--- src/rtl/ccff_chain_loader.sv ---
// Serial configuration-chain loader: host words shifted MSB first into ccff_head,
// with optional readback of ccff_tail (enabled by defining CCFF_READBACK_EN).
module ccff_chain_loader #(
    parameter int WORD_W = 32,
    parameter int LEN_W  = 20
) (
    input  logic              prog_clk,
    input  logic              prog_reset_n,
    input  logic              start,
    input  logic [LEN_W-1:0]  chain_len,
    input  logic [WORD_W-1:0] wr_data,
    input  logic              wr_valid,
    output logic              wr_ready,
    output logic              ccff_head,
    input  logic              ccff_tail,
    output logic              ccff_clk_en,
    output logic [WORD_W-1:0] rd_data,
    output logic              rd_valid,
    input  logic              rd_ready,
    output logic              busy,
    output logic              done
);
    typedef enum logic [1:0] {IDLE, FETCH, SHIFT, DONE} state_t;

    localparam logic [LEN_W-1:0] WORD_L = LEN_W'(WORD_W);
    localparam logic [LEN_W-1:0] ONE_L  = LEN_W'(1);

    state_t             state_q, state_d;
    logic [LEN_W-1:0]   remaining_q, remaining_d;
    logic [LEN_W-1:0]   wordbits_q, wordbits_d;
    logic [WORD_W-1:0]  shreg_q, shreg_d;
    logic               clk_en_q, busy_q, done_q;
    logic               stall, shift, last_bit;

    always_comb begin
        state_d     = state_q;
        remaining_d = remaining_q;
        wordbits_d  = wordbits_q;
        shreg_d     = shreg_q;
        shift       = 1'b0;
        last_bit    = (remaining_q == ONE_L);
        case (state_q)
            IDLE: begin
                if (start) begin
                    if (chain_len != '0) begin
                        remaining_d = chain_len;
                        state_d     = FETCH;
                    end else begin
                        state_d = DONE;
                    end
                end
            end
            FETCH: begin
                if (wr_valid && !stall) begin
                    shreg_d    = wr_data;
                    wordbits_d = (remaining_q < WORD_L) ? remaining_q : WORD_L;
                    state_d    = SHIFT;
                end
            end
            SHIFT: begin
                if (!stall) begin
                    shift       = 1'b1;
                    shreg_d     = {shreg_q[WORD_W-2:0], 1'b0};
                    remaining_d = remaining_q - ONE_L;
                    wordbits_d  = wordbits_q - ONE_L;
                    if (last_bit)
                        state_d = DONE;
                    else if (wordbits_q == ONE_L)
                        state_d = FETCH;
                end
            end
            DONE:    state_d = IDLE;
            default: state_d = IDLE;
        endcase
    end

    // Readback words only complete at word ends, so rd_valid is always clear
    // throughout SHIFT; the enable can therefore be registered from state_d.
    always_ff @(posedge prog_clk) begin
        if (!prog_reset_n) begin
            state_q     <= IDLE;
            remaining_q <= '0;
            wordbits_q  <= '0;
            shreg_q     <= '0;
            clk_en_q    <= 1'b0;
            busy_q      <= 1'b0;
            done_q      <= 1'b0;
        end else begin
            state_q     <= state_d;
            remaining_q <= remaining_d;
            wordbits_q  <= wordbits_d;
            shreg_q     <= shreg_d;
            clk_en_q    <= (state_d == SHIFT);
            busy_q      <= (state_d != IDLE);
            done_q      <= (state_d == DONE);
        end
    end

    assign wr_ready    = (state_q == FETCH) & ~stall;
    assign ccff_head   = shreg_q[WORD_W-1];
    assign ccff_clk_en = clk_en_q;
    assign busy        = busy_q;
    assign done        = done_q;

`ifdef CCFF_READBACK_EN
    localparam int CW = $clog2(WORD_W + 1);

    logic [WORD_W-1:0] rbreg_q, rbreg_d, rd_data_q, rd_data_d;
    logic [CW-1:0]     rbcnt_q, rbcnt_d;
    logic              rd_valid_q, rd_valid_d;

    assign stall = rd_valid_q & ~rd_ready;

    always_comb begin
        rbreg_d    = rbreg_q;
        rbcnt_d    = rbcnt_q;
        rd_data_d  = rd_data_q;
        rd_valid_d = rd_valid_q & ~rd_ready;
        if (shift) begin
            rbreg_d = {rbreg_q[WORD_W-2:0], ccff_tail};
            rbcnt_d = rbcnt_q + CW'(1);
            if (rbcnt_d == CW'(WORD_W) || last_bit) begin
                rd_data_d  = rbreg_d;
                rd_valid_d = 1'b1;
                rbreg_d    = '0;
                rbcnt_d    = '0;
            end
        end
    end

    always_ff @(posedge prog_clk) begin
        if (!prog_reset_n) begin
            rbreg_q    <= '0;
            rbcnt_q    <= '0;
            rd_data_q  <= '0;
            rd_valid_q <= 1'b0;
        end else begin
            rbreg_q    <= rbreg_d;
            rbcnt_q    <= rbcnt_d;
            rd_data_q  <= rd_data_d;
            rd_valid_q <= rd_valid_d;
        end
    end

    assign rd_data  = rd_data_q;
    assign rd_valid = rd_valid_q;
`else
    logic unused_rb;
    assign unused_rb = ^{rd_ready, ccff_tail, shift};
    assign stall     = 1'b0;
    assign rd_data   = '0;
    assign rd_valid  = 1'b0;
`endif

endmodule

--- config.mk ---
export PLATFORM = sky130hd
export DESIGN_NAME = ccff_chain_loader
export DESIGN_NICKNAME = d
export VERILOG_FILES = /design/src/rtl/ccff_chain_loader.sv
export SDC_FILE = /design/constraint.sdc
export NUM_CORES = 1
export LEC_CHECK = 0
export CAP_MARGIN = 10
export CORE_ASPECT_RATIO = 1.25
export CORE_UTILIZATION = 50
export DETAILED_ROUTE_END_ITERATION = 10
export GPL_TIMING_DRIVEN = 0
export PLACE_DENSITY = 0.83
export SKIP_CTS_REPAIR_TIMING = 1
export SYNTH_ARGS = -nofsm -noshare
export SYNTH_HDL_FRONTEND = slang
export SYNTH_SLANG_ARGS = --single-unit
--- constraint.sdc ---
create_clock -name prog_clk -period 2.3 [get_ports prog_clk]
set_input_delay 0.46 -clock prog_clk [delete_from_list [all_inputs] [get_ports prog_clk]]
set_output_delay 0.46 -clock prog_clk [all_outputs]
set_load 0.02 [all_outputs]
==> metrics, run 1 <==
die area=8270 um^2; Seq/Total Area, Yosys=39.0%; Int Power=0.00235 W; crit path DAT=1.77 ns; drt via density=5.91; vias in the first global route=3,681; CP max FO=10; NetSw=0.00105 W; post-synth cell types=57; number of flops mapped to enable cells by yosys=0; Vert. Die Dim=101 um; Clk pwr share=32.1%; Rel. slew slack=56.3%; Synth Register Bits=77; Crit path max-delay family=buffers and inverters; post-route ant nets=0; mux contribution to synthesized area=0.538%; Synth Area in Adders=1.27%; setup ws final=0.0750 ns; CP Cell Sequence=nor2b_1, clkdlybuf4s50_1; placer's final routability congestion estimate=0.901; Combinational Power Share=23.7%; max incr delay on CP=0.66 ns; syn_area_per_cell=7.99 um^2; leakage power=1.90 nW; antenna cell count=0; post-DP HPWL=7500 um; H-Tree Depth=3; Critical-path top delay cell=clkdlybuf4s50_1; Slew @ Worst Pin=0.655 ns; total power=0.00340 W; Inserted Clock Buffers=9; filler cell count=667; worst IR drop on VDD=345 uV; Yosys Warn Count=0; IO Pins=96; largest net degree at the start of global routing=13; cell area after synthesis=3960 um^2; Post-Syn Instances=495; Final Skew=0.0117 ns; Max-Cap Viols=0; Worst Path Buf+Inv=1; CTS Sinks=77; Synth Area in XOR/XNOR=1.11%; switching share of total power=30.9%; Worst EP required=1.84 ns; WL final=10,600 um; Synth Area in Simple Gates=22.4%; worst hold path type=register to register; fin crit period=2.23 ns; gr ovfl total=0; Compound-Gate Fraction of Synth Area=25.5%; global-route wire length before repair=16,700 um; type of destination of the critical path=output pin; clk buf depth=2; DR pass1 iterations=5; max-slew violations=0; # DRC=0; Crit Path Class=register to output pin; fin crit share=96.7%; # setup viols final=0; DR WL/cell=15.3 um; share of total power in sequential cells=44.2%; ys flop type=dfxtp_1; initial antenna violation count=0; CTS tree=yes; share of cells above drive strength 1=13.2%; DIE WIDTH=81.6 um; Clock Tree Root=clkbuf_8; main combinational cell family by area after synthesis=compound AO/OA/AOI/OAI gates; Placement Rows=35; Final nets=659; Max Fclk=449 MHz; Startpoint Class=register; core area=7530 um^2; PwrDens=674 nW/um^2; RSZ-0062 raised after global routing=no; pre-CTS WS=-0.661 ns; status=completed; Buffers on Ports=59; clock slew at reported path FFs=0.08 ns; Total GRT Usage=26.4%; Starting Density=52.5%; DR iter-0 viols=387; Multi-input gate area=2180 um^2; area grow syn2layout=27.5%; via count=4,093; Reg area=1540 um^2; ys async rst share=0%; worst-skew pair later-pin latency=0.36 ns; Fin. Hold Viols=0
-- cells in the mapped netlist (4+ instances only) --
| master | n | area share [%] |
|---|---|---|
| dfxtp_1 | 77 | 39 |
| a21oi_1 | 66 | 8.3 |
| nand2_1 | 60 | 5.7 |
| nor2_1 | 38 | 3.6 |
| a22oi_1 | 35 | 6.6 |
| buf_4 | 33 | 6.3 |
| clkbuf_1 | 25 | 2.4 |
| nor3_1 | 15 | 1.9 |
| o21ai_0 | 13 | 1.6 |
| nand3_1 | 12 | 1.5 |
| nor4_1 | 12 | 1.9 |
| inv_1 | 9 | 0.85 |
| a211oi_1 | 5 | 0.95 |
| a31oi_1 | 5 | 0.79 |
| nand4_1 | 5 | 0.79 |
| nor2b_1 | 5 | 0.79 |
| or4_1 | 5 | 0.95 |
| xor2_1 | 5 | 1.1 |
| a311oi_1 | 4 | 0.89 |
| ha_1 | 4 | 1.3 |
| o211ai_1 | 4 | 0.76 |
| o41ai_1 | 4 | 0.89 |
| or2_2 | 4 | 0.63 |
-- registers in the layout (all words and copies together) (netlist names) --
name         count
shreg_q         32
remaining_q     20
wordbits_q      20
state_q          2
busy             1
ccff_clk_en      1
done             1
-- metal layers --
layer	track usage (%)	vias to the layer above	part of all wire [%]
met5	0	-	0
met4	13.3	0	3.4
met3	4.50	37	6.7
met2	45.1	216	49
met1	31.3	1885	41
li1	-	1955	-
-- cell families (layout without fill, tap and decap cells) --
group | Yosys count | count (layout)
other | 1 | 33
and+or+nand+nor | 176 | 176
muxes | 2 | 2
xor gates and xnor gates | 5 | 5
adders and majority gates | 4 | 4
buffers and inverters | 73 | 146
DFF | 77 | 77
AOI/OAI and AO/OA | 157 | 157
-- area by class of cell --
cell class              count  area share [%]
clock buffers               9            2.45
clock inverters             5            1.54
inverters                  10           0.744
plain buffers              62            7.29
flip-flops and latches     77            30.6
repair buffers             60            11.9
multi-input cells         377            43.3
well taps                  92            2.28
-- worst reg2reg max path, cell delays in order, from the launching register on --
cell and delay (ns):
dfxtp_1 0.39, or4_4 0.58, nor3_4 0.27, nand4_4 0.20, or4_4 0.46, nand4_1 0.12, o31ai_2 0.08
-- worst paths after layout --
kind | start | end | slack (ns) | depth (start not counted)
worst min-delay path | shreg_q[6] | shreg_q[6] | 0.46 | 2
worst max-delay path | state_q[0] | wr_ready | 0.07 | 2
worst max register to register | wordbits_q[2] | wordbits_q[18] | 0.09 | 6
worst min register to register | shreg_q[6] | shreg_q[6] | 0.46 | 2
-- through the flow --
step           TNS (ns)  area [um^2]  cells  util (%)  hold WS (ns)
2_1_floorplan         0         4080    527         -         0.437
3_3_place_gp     -10.83         4780    678      63.5         0.442
3_5_place_dp     -11.76         4780    678      63.5         0.448
4_1_cts           -3.10         4980    692      66.2         0.460
5_1_grt               0         5050    692      67.0         0.476
6_report              0         5050    692      67.0         0.461
-- power by group through the flow --
stage               clock, W  sequential (W)  combinational [W]
floorplan                  0         0.00151           0.000535
global placement           0         0.00152           0.000757
detailed placement         0         0.00152           0.000773
CTS                  0.00109         0.00149           0.000778
global route         0.00116         0.00151           0.000883
finish               0.00109         0.00150           0.000806
-- cells in the final DEF (no fill, tap or decap), drive strengths merged, types with 2 or more instances in the layout --
cell | synthesis | routed
dfxtp | 77 | 77
a21oi | 66 | 66
nand2 | 60 | 60
clkdlybuf4s50 | 0 | 59
nor2 | 38 | 38
buf | 38 | 38
a22oi | 35 | 35
clkbuf | 25 | 34
conb | 1 | 33
nor3 | 17 | 17
o21ai | 13 | 13
nand3 | 12 | 12
nor4 | 12 | 12
inv | 10 | 10
or4 | 8 | 8
nand4 | 6 | 6
nor2b | 5 | 5
xor2 | 5 | 5
a31oi | 5 | 5
a211oi | 5 | 5
or2 | 5 | 5
o41ai | 4 | 4
o211ai | 4 | 4
a311oi | 4 | 4
ha | 4 | 4
or3 | 4 | 4
nand2b | 3 | 3
o21a | 3 | 3
o311ai | 3 | 3
a221oi | 3 | 3
o2111ai | 2 | 2
clkinv | 0 | 2
bufinv | 0 | 2
o31ai | 2 | 2
No activity file was read; power rests on OpenSTA's default activity.
==> inputs of run 2 (changes only) <==
Settings changed: CTS_CLUSTER_DIAMETER set to 40.
==> results of run 2 <==
No change in the layout: final DEF, timing and power equal those of run 1.
==> variant 1: new RTL, flow settings as in run 2 <==
Encoding of `state_t`: now one-hot (4 bits for 4 states).
--- a/src/rtl/ccff_chain_loader.sv
+++ b/src/rtl/ccff_chain_loader.sv
@@ -21,5 +21,5 @@
     output logic              done
 );
-    typedef enum logic [1:0] {IDLE, FETCH, SHIFT, DONE} state_t;
+    typedef enum logic [3:0] {IDLE = 4'b0001, FETCH = 4'b0010, SHIFT = 4'b0100, DONE = 4'b1000} state_t;
 
     localparam logic [LEN_W-1:0] WORD_L = LEN_W'(WORD_W);
Check against the original RTL: same outputs for any inputs over 10 cycles, from zero or initial values and one cycle with prog_reset_n low; not proved beyond that.
==> variant 1 against run 2 <==
Via count rose by 0.66%. Area after synthesis rose by 0.66%. Final area rose by 2.2%. Total power fell by 12%. Setup slack barely moved. Non-clock buffer count rose by 4. Sequential cell count rose by 2. Routed wire length rose by 3.3%.
==> variant 1: results (changes against run 2) <==
metric;value;unit;change
grt_max_degree;16;;was 13
drive_gt1_share;14.2;%;was 13.2%
status;completed;;unchanged
first_iter_violations;280;;was 387
n_fill_cell;670;;was 667
pwr-share-seq;48.4;%;was 44.2%
met3_usage;5.68;%;was 4.50%
cp_top_family;simple AND/OR/NAND/NOR gates;;was buffers and inverters
placed_area;4820;µm²;was 4780 µm²
gp_congestion;0.919;;was 0.901
met2_usage;44.8;%;was 45.1%
hpwl;7800;µm;was 7500 µm
grtUsageTotal;26.2;%;was 26.4%
tightest_slew;0.623;ns;was 0.655 ns
synth_compound_area_share;23.4;%;was 25.5%
fin_skew;0.00879;ns;was 0.0117 ns
m1WireLength;4290;µm;was 4300 µm
synth_mux_area_share;0.817;%;was 0.538%
nNetsFinal;654;;was 659
synth.avg_cell_area;8.25;µm²;was 7.99 µm²
grt_first_pass_wirelength;16800;µm;was 16700 µm
dr.pass1.iters;7;;was 5
ir_worst_vdd;0.423;mV;was 0.345 mV
slowest_stage;or4_1;;was clkdlybuf4s50_1
power_switching;863;µW;was 1050 µW
vias;4120;;was 4093
finalWirelength;10900;µm;was 10600 µm
[variant 1: cell types whose count changed in the layout (fill, tap and decap cells not counted), sizes merged, moves of 5 or more]
| cell | change |
|---|---|
| a2bb2oi | +5 |
| nor2 | -10 |
| a21oi | -7 |
| nand3 | +8 |
| nand2 | -9 |
| o21ai | -7 |
| nor3 | +7 |
| buf | +6 |
| nor4 | +7 |
[variant 1: stage by stage]
stage	setup slack, ns	hold slack, ns	total power (µW)	setup TNS, ns	util, %
final	0.0755	0.462	3000	0	66.6
after global routing	0.00420	0.484	3110	0	66.6
after CTS	-0.165	0.459	2960	-2.93	64.8
after detailed placement	-0.489	0.450	1920	-8.90	62.2
after global placement	-0.549	0.445	1910	-8.04	62.2
after floorplan	0.353	0.437	1750	0	-
[variant 1: worst paths after layout]
check             cells past startpoint             from           to  slack, ns
hold / removal                        2      shreg_q[19]  shreg_q[19]       0.46
setup reg to reg                      6  remaining_q[12]   state_q[3]       0.08
setup / recovery                      6  remaining_q[12]   state_q[3]       0.08
hold reg to reg                       2      shreg_q[19]  shreg_q[19]       0.46
[variant 1: layout make-up]
type                       instances  area, µm²  area share [%]
sequential                        79       1580            30.7
tap                               95        119            2.30
clock inverter                     7       80.1            1.55
inverter                           6       22.5           0.437
timing repair buffer              66        646            12.5
buffer                            60        360            6.99
multi-input combinational        370       2220            43.1
clock buffer                       9        124            2.40
[variant 1: logic make-up after synthesis]
| logic type | Yosys count |
|---|---|
| flops | 79 |
| compound gates | 143 |
| buf+inv | 66 |
| other cells | 1 |
| xor+xnor | 4 |
| fa+ha+maj | 4 |
| mux | 3 |
| simple gates | 183 |
==> variant 2: new RTL, config.mk and constraints of run 2 <==
Made on the original files. Build with the macro `CCFF_READBACK_EN` defined.
--- a/src/rtl/ccff_chain_loader.sv
+++ b/src/rtl/ccff_chain_loader.sv
@@ -1,4 +1,6 @@
 // Serial configuration-chain loader: host words shifted MSB first into ccff_head,
 // with optional readback of ccff_tail (enabled by defining CCFF_READBACK_EN).
+`define CCFF_READBACK_EN
+
 module ccff_chain_loader #(
     parameter int WORD_W = 32,
Check against the original RTL: not equivalent (a bounded check fails within 4 cycles, from zero or initial values and one cycle with prog_reset_n low).
==> variant 2 against run 2 <==
The run now ends with setup timing left. Total power increased by 99%. Setup slack got worse by 0.084 ns. Routed wire length increased by 80%. Global-route usage increased by 1.1 points. Area after synthesis increased by 64%. Die area increased by 62%. Register-to-register slack got worse by 0.099 ns. Count of clock-buffer cells in the layout increased by 8. Sequential share of layout area increased by 3.8 points. Sequential cell count increased by 70. Final area increased by 70%. Sequential power increased by 85%. Highest routed layer unchanged.
==> variant 2: results (changes against run 2) <==
metric;value;unit;change
status;finished with violations;;was completed
violations;setup timing;;
slowest_stage;or4_4;;was clkdlybuf4s50_1
yosysSeqAreaShare;45.5;%;was 39.0%
non_clock_buffer_area_share;15.2;%;was 19.1%
grt_use_met1;31.4;%;was 31.3%
seq_share;34.3;%;was 30.6%
nNetsFinal;988;;was 659
multi_input_area_share;40.5;%;was 43.3%
finalSetupViolCount;2;;was 0
met3_usage;6.59;%;was 4.50%
synth_cell_types;58;;was 57
cp_top_family;simple AND/OR/NAND/NOR gates;;was buffers and inverters
m1WireLength;7510;µm;was 4300 µm
pre_cts_slack;-0.909;ns;was -0.661 ns
wl_per_cell;17.2;µm;was 15.3 µm
finalWorstSetupSlack;-0.00861;ns;was 0.0750 ns
n_fill_cell;996;;was 667
grt_max_degree;17;;was 13
p_comb;1090;µW;was 806 µW
grt_first_pass_wirelength;29900;µm;was 16700 µm
hpwl;12500;µm;was 7500 µm
placed_area;7620;µm²;was 4780 µm²
post-place-cells;1070;;was 678
cts_buffers;17;;was 9
r2r-start;remaining_q[14];;was wordbits_q[2]
multi_input_area;3480;µm²;was 2180 µm²
p_leak;0.00303;µW;was 0.00190 µW
dr_wl_met2;9360;µm;was 5210 µm
fin_skew;0.0106;ns;was 0.0117 ns
synth.avg_cell_area;8.01;µm²;was 7.99 µm²
cp_slowest_stage_delay;0.58;ns;was 0.66 ns
netlist_top_cells_area;dfxtp_1 45%, nand2_1 7.9%, nor2_1 6.1%, a311oi_1 4.9%, a22oi_1 4.2%;;was dfxtp_1 39%, a21oi_1 8.3%, a22oi_1 6.6%, buf_4 6.3%, nand2_1 5.7%
route.met3.wl;1510;µm;was 705 µm
gp_congestion;0.926;;was 0.901
clk_latency;0.43;ns;was 0.36 ns
h-tree-depth;4;;was 3
seq_cells;147;;was 77
timing.hold.ws;0.451;ns;was 0.461 ns
grt_pass1_vias;6215;;was 3681
r2r_cells;8;;was 6
multi_input_gates;591;;was 377
drive_gt1_share;11.7;%;was 13.2%
-- variant 2: cell count changes after synthesis, sizes merged, moves of 22 or more --
cell / before / now
a21oi: 66 / 32
o21ai: 13 / 63
clkbuf: 25 / 47
buf: 38 / 16
nand2: 60 / 136
nand3: 12 / 47
nor2: 38 / 106
a311oi: 4 / 36
dfxtp: 77 / 147
-- variant 2: tightest hold or removal path: stages, from the launching register on --
cell and delay, ns:
dfxtp_1 0.31, nand2_1 0.05, o21ai_1 0.05
-- variant 2: logic make-up (layout without fill, tap and decap cells) --
| logic type | count (synthesis) | count (layout) | share of synthesized area (%) |
|---|---|---|---|
| AND/OR/NAND/NOR | 365 | 365 | 25.9 |
| buffers and inverters | 71 | 200 | 4.29 |
| AO/OA/AOI/OAI | 210 | 211 | 21.9 |
| adder cells (fa/ha/maj) | 5 | 5 | 0.966 |
| flip-flops | 147 | 147 | 45.5 |
| XOR/XNOR | 6 | 6 | 0.812 |
| multiplexers | 4 | 4 | 0.638 |
